$ cat src/rtl/rom_ctrl_exp_digest_loader.sv
// Expected-digest loader: reads the top NumWords ROM words into the EXP_DIGEST image,
// then kicks the digest comparator once. Consistency violations drive a fatal alert.
module rom_ctrl_exp_digest_loader #(
    parameter int NumWords = 8,
    parameter int RomDepth = 8192,
    parameter int AddrW    = (RomDepth > 1) ? $clog2(RomDepth) : 1,
    parameter int IdxW     = (NumWords > 1) ? $clog2(NumWords) : 1
) (
    input  logic                   clk_i,
    input  logic                   rst_ni,
    input  logic                   start_i,
    output logic                   rom_req_o,
    output logic [AddrW-1:0]       rom_addr_o,
    input  logic                   rom_gnt_i,
    input  logic                   rom_rvalid_i,
    input  logic [31:0]            rom_rdata_i,
    output logic [NumWords*32-1:0] exp_digest_o,
    output logic                   done_o,
    output logic                   cmp_start_o,
    output logic                   alert_o
);

    // Pairwise Hamming distance >= 3 between all legal encodings.
    typedef enum logic [4:0] {
        Idle = 5'b10110,
        Req  = 5'b01101,
        Wait = 5'b11011,
        Done = 5'b00000
    } state_e;

    localparam logic [IdxW-1:0]  LastIdx  = IdxW'(NumWords - 1);
    localparam logic [AddrW-1:0] BaseAddr = AddrW'(RomDepth - NumWords);

    logic [4:0]                 state_q, state_d;
    logic [IdxW-1:0]            idx_q, idx_inv_q;
    logic [NumWords-1:0][31:0]  digest_q;
    logic                       cmp_done_q;
    logic                       idx_inc, digest_we;
    logic                       fsm_alert, start_alert, rvalid_alert;
    logic                       idle_idx_alert, done_idx_alert, cnt_err;

    always_comb begin
        state_d   = state_q;
        rom_req_o = 1'b0;
        fsm_alert = 1'b0;
        idx_inc   = 1'b0;
        digest_we = 1'b0;
        case (state_q)
            Idle: if (start_i) state_d = Req;
            Req: begin
                rom_req_o = 1'b1;
                if (rom_gnt_i) state_d = Wait;
            end
            Wait: begin
                if (rom_rvalid_i) begin
                    digest_we = 1'b1;
                    if (idx_q == LastIdx) begin
                        state_d = Done;
                    end else begin
                        idx_inc = 1'b1;
                        state_d = Req;
                    end
                end
            end
            Done: ;
            // Illegal encoding: hold the state so the alert stays asserted.
            default: fsm_alert = 1'b1;
        endcase
    end

    always_ff @(posedge clk_i) begin
        if (!rst_ni) begin
            state_q    <= Idle;
            idx_q      <= '0;
            idx_inv_q  <= '1;
            digest_q   <= '0;
            cmp_done_q <= 1'b0;
        end else begin
            state_q <= state_d;
            if (idx_inc) begin
                idx_q     <= idx_q + 1'b1;
                idx_inv_q <= idx_inv_q - 1'b1;
            end
            if (digest_we) digest_q[idx_q] <= rom_rdata_i;
            cmp_done_q <= (state_q == Done);
        end
    end

    // Counter is kept together with its complement; any disagreement is a fault.
    assign cnt_err        = (idx_q != ~idx_inv_q);
    assign start_alert    = start_i && (state_q != Idle);
    assign rvalid_alert   = rom_rvalid_i && (state_q != Wait);
    assign idle_idx_alert = (state_q == Idle) && (idx_q != '0);
    assign done_idx_alert = (state_q == Done) && (idx_q != LastIdx);

    assign alert_o = fsm_alert | start_alert | rvalid_alert |
                     idle_idx_alert | done_idx_alert | cnt_err;

    assign rom_addr_o   = rom_req_o ? (BaseAddr + AddrW'(idx_q)) : '0;
    assign exp_digest_o = digest_q;
    assign done_o       = (state_q == Done);
    assign cmp_start_o  = (state_q == Done) && !cmp_done_q;

endmodule

$ cat config.mk
export PLATFORM = sky130hd
export DESIGN_NAME = rom_ctrl_exp_digest_loader
export DESIGN_NICKNAME = d
export VERILOG_FILES = /design/src/rtl/rom_ctrl_exp_digest_loader.sv
export SDC_FILE = /design/constraint.sdc
export NUM_CORES = 1
export LEC_CHECK = 0
export ABC_AREA = 1
export ABC_CLOCK_PERIOD_IN_PS = 1800
export CORE_UTILIZATION = 46
export DETAILED_ROUTE_END_ITERATION = 7
export HOLD_SLACK_MARGIN = 0.03
export PLACE_DENSITY = 0.88
export SLEW_MARGIN = 20
export SYNTH_ARGS = -nofsm -noshare
export SYNTH_HDL_FRONTEND = slang
export SYNTH_SLANG_ARGS = --single-unit
export TNS_END_PERCENT = 50
$ cat constraint.sdc
create_clock -name clk_i -period 1.8 [get_ports clk_i]
set_clock_uncertainty 0.05 [all_clocks]
set_input_delay 0.36 -clock clk_i [delete_from_list [all_inputs] [get_ports clk_i]]
set_output_delay 0.36 -clock clk_i [all_outputs]
set_load 0.1 [all_outputs]
# == After elaboration in Yosys (flattened, before gate mapping) ==
# Index checks and enable logic that the tools add are counted.
# op_classes
add_sub_neg,3
n_lt_le_gt_ge,2
n_eq_ne,11
n_mux,16
n_bitwise,6
n_reduce_logical,12
# op_table
operator,count
bitwise mux 256 bit,1
demux 32 bit (select 3 bit),1
two-way mux 32 bit,1
two-way mux 5 bit,3
one-hot mux 5 bit (3 select lines),1
two-way mux 13 bit,1
"== test 5 bit, second input constant",2
"inequality test 5 bit, second input constant",2
two-way mux 1 bit,7
logical AND 1 bit,6
"inequality test 2 bit, second input constant",3
nonzero test 3 bit,2
"adder 4 x 4 -> 5 bit, first input constant",1
"== test 5 x 4 -> 1 bit, second input constant",1
zero test 5 bit,1
OR 1 bit,5
"< comparator 3 x 4 -> 1 bit, second input constant",1
two-way mux 4 bit,1
AND reduction 4 bit,1
OR reduction 4 bit,1
"adder 3 x 1 -> 3 bit, second input constant",1
"== test 3 bit, second input constant",1
"greater-or-equal comparator 3 x 1 -> 1 bit, second input constant",1
inequality test 3 bit,1
other kinds (4),4
# word_totals
register_bits,268
inputBits,37
out_inout_bits,273
elab_cells,62

# == Longest topological paths before layout ==
# logic_depth
depth_word,8
mapped_depth,9
mapped_depth_nobuf,8

# == Worst setup path before layout ==
# Ideal clock, no wire load.
# synth_path
kind,register to output
from,register state_q[2]
to,output alert_o
arrival_ns,2.680
required_time_ns,1.390
setup_slack_ns,-1.290
stages_incl_launch_ff,6
path_buffers,1
path_cell_list,dfxtp_1 clkbuf_2 inv_1 nand3_1 inv_1 o211ai_1
# synth_via
elab_chain_len,8
word_cells_on_any_way,17
cone_classes,5 x eq/ne; 1 x mux; 5 x bitwise; 6 x reduce/logical
# synth_lines
element,line,source
start: declaration,34,"logic [4:0] state_q, state_d;"
start signal: assignment,73,state_q <= Idle;
start signal: assignment,79,state_q <= state_d;
zero test 5 bit (*),--,
via done_o,18,"output logic done_o,"
OR reduction 4 bit (no source line),--,
two-way mux 1 bit,48,case (state_q)
OR 1 bit (3 in a row),96,assign alert_o = fsm_alert | start_alert | rvalid_alert |
OR 1 bit (*) (2 in a row),97,idle_idx_alert | done_idx_alert | cnt_err;
end: declaration,20,output logic alert_o
# The timed path passes the listed nets; every way through them passes the cells marked *.

# == Worst setup path after layout ==
# layout_path
from,register idx_q[1]
to,output alert_o
# layout_via
elab_chain_len,5
word_cells_on_any_way,8
cone_classes,2 x eq/ne; 3 x bitwise; 3 x reduce/logical
# layout_lines
element,line,source
start: declaration,35,"logic [IdxW-1:0] idx_q, idx_inv_q;"
start signal: assignment,81,idx_q <= idx_q + 1'b1;
nonzero test 3 bit,93,assign idle_idx_alert = (state_q == Idle) && (idx_q != '0);
logical AND 1 bit,93,
OR 1 bit,96,
OR 1 bit,97,
OR 1 bit (*),97,
# Mark *: on every way between the ends. The rest lies on a longest branch, timed or not.

==> reports/results.txt <==
post-synth net total: 1268
Area Overhead vs Synth: 78.07%
DR pass1 iterations: 6
Wirelength per Cell: 21.26 um
pin count of the biggest net entering global routing: 135
area leader, netlist: dfxtp_1
outcome: finished with violations
crit path time final: 2258 ps
CTS clk-pin slew, worst paths: 70 ps
diode count: 0
placed wire-length estimate: 25.82 mm
post-synthesis cell type count: 23
Iteration-0 DRC Markers: 946
Critical Path End Type: output pin
Worst path slowest cell: dfxtp_4
chip height: 145.8 um
vias per cell: 5.628
Die Footprint: 0.02126 mm^2
Initial Util: 47.03%
Ports: 310
register area share after synthesis: 55.96%
crit-path cells: inv_4 > ha_4 > nand2_2 > nand3_2 > o21ai_1 > a21oi_1 > o211ai_1 > clkbuf_16
gr usage total: 35.34%
clk sinks: 266
final-stage net count: 1576
synth top area cells: dfxtp_1 (56%), nor2_1 (11%), nand2_1 (11%)
violated checks: setup timing
CP Class: reg -> out
via count of the first global-routing pass: 10504
CTS max path bufs: 3
worst reg2reg setup slack: 0 ps
Final period util: 125.5%
fraction of layout cells with a size suffix above 1: 26.69%
Worst Max-Slew Pin Slew: 566.1 ps
Mapped Avg Cell Area: 7.755 um^2
routability cong.: 0.9004
CTS tree: yes
RR Endpoint: exp_digest_o[37]
Hold Startpoint: rst_ni
Final Hold Fails: 0
drt total wl: 38.80 mm
Leak: 6.229 nW
placed standard-cell area: 0.01584 mm^2
count of final setup violators: 17
cells after synthesis: 1227
clock root cell: clkbuf_16
min-delay worst type: in -> reg
Mapped Area: 0.009515 mm^2
Std-Cell Rows: 52
Achievable Freq: 0.4428 GHz
detailed-route via count: 10272
antenna violations before repair: 0
top-area cell type share of the netlist area: 55.96%
synth warn: 0
total gr overflow: 0
final core occ: 83.74%
first-pass GRT wire length: 58.38 mm
Setup WS post-layout: -458.3 ps
Post-route DRC: 0
cts bufs inserted: 27
Post-DRT Antenna Nets: 0
total power: 14.26 mW
# fillers: 963
#FFs+latches synth: 266
Buffers on Ports: 309
pwr dens: 841.4 mW/mm^2
H-tree levels: 1
Worst EP required: 1390 ps
Slew headroom: 62.26%
RSZ-0062 raised after global routing: true
largest stage delay on the critical path: 370 ps
Hold Crit Depth: 3
reg2reg start: state_q[2]
Slew Limit Fails: 0
core area: 0.02023 mm^2
clk_lat worst skew: 530 ps
Worst setup SP type: register
crit path DAT: 1850 ps
# Max-Cap Violations: 0
CP max FO: 4
post-route cell area: 0.01694 mm^2
Hold Path Sink: exp_digest_o[32]
Die Width: 145.8 um
peak supply drop: 861.1 uV
worst-case reg-to-reg path depth: 10
[through the flow]
stage / TNS, ps / hold WS, ps / worst slack, ps / cells
floorplan: -10310 / 414.4 / -1234 / 1227
global placement: -10160 / 430.1 / -112.8 / 1766
detailed placement: -28280 / 435.4 / -206.2 / 1766
CTS: -3394 / 170.0 / -389.6 / 1820
global route: -5824 / 196.0 / -567.0 / 1825
finish: -4666 / 200.6 / -458.3 / 1825
[worst max-delay path, delay by kind of cell (launching register included)]
kind | cells | cell delay, ps
and+or+nand+nor | 2 | 120
AOI/OAI and AO/OA | 3 | 370
buffers and inverters | 2 | 300
DFF | 1 | 370
adders and majority gates | 1 | 140
[state kept, by name (all words and copies together) (netlist names)]
name          flops
idx_q             3
state_q           3
idx_inv_q         3
cmp_done_q        1
exp_digest_o    256
[routing by layer]
metal  track usage [%]  wire (um)
met5                 0          0
met4             22.47       2444
met3             9.592       3501
met2             63.11      19630
met1             36.56      13220
[cells by family after synthesis]
logic type	count (synthesis)	share of synthesized area, %
compound gates	274	14.44
fa+ha+maj	4	0.5260
simple gates	568	23.10
xor+xnor	3	0.2762
flops	266	55.96
buf+inv	112	5.694
[layout by cell type, fill, tap and decap left out, types with 11 or more instances in the layout]
master	instances
buf_12	287
buf_4	36
a21oi_1	133
clkdlybuf4s50_1	35
o21ai_0	127
clkbuf_16	28
dfxtp_1	260
o21ai_1	11
nand2_1	268
nor2_1	272
[synthesized netlist by cell type]
cell	number
ha_1	4
nand2_2	2
nor2_1	276
nand4_1	2
inv_4	1
clkbuf_1	49
a21oi_1	135
inv_1	15
nor2_4	1
buf_2	10
nor3_1	1
o21ai_0	138
nand3_1	12
xor2_1	3
nand2_1	270
nand3_4	2
nor2_2	2
buf_4	28
clkbuf_2	1
dfxtp_1	266
clkinv_1	1
inv_2	7
o211ai_1	1
[worst max-delay path by stage]
stage | startpoint | depth (start not counted) | endpoint | slack, ps
6_report | idx_q[1] | 8 | alert_o | -460
5_1_grt | idx_q[1] | 8 | alert_o | -570
2_1_floorplan | state_q[2] | 5 | alert_o | -1230
4_1_cts | idx_q[0] | 8 | alert_o | -390
3_3_place_gp | rom_rvalid_i | 9 | exp_digest_o[7] | -110
3_5_place_dp | rom_rvalid_i | 9 | exp_digest_o[7] | -210
[power by group]
group          switching, mW  total [mW]  internal [mW]  leakage (nW)
Sequential             0.144        6.12           5.98          2.15
Clock                   2.37        5.60           3.23         0.429
Combinational           1.63        2.53          0.897          3.65
Total                   4.15        14.3           10.1          6.23
[final cells by class]
type	count	area [um^2]	share of cell area, %
multi-input combinational	849	3744	22.09
clock inverter	7	68.82	0.4061
clock buffer	42	812.0	4.792
timing repair buffer	367	6530	38.54
inverter	24	106.4	0.6277
tap	270	337.8	1.994
sequential	266	5345	31.55
[repair_timing]
| item | CTS | global route |
|---|---|---|
| hold buffers | 0 | 0 |
| cloned | 1 | 0 |
| endpoints found under the setup margin | 17 | 41 |
| setup buffers | 4 | 5 |
| resized for setup | 22 | 28 |
| pin swaps | 4 | 8 |
No activity file was read; power rests on OpenSTA's default activity.
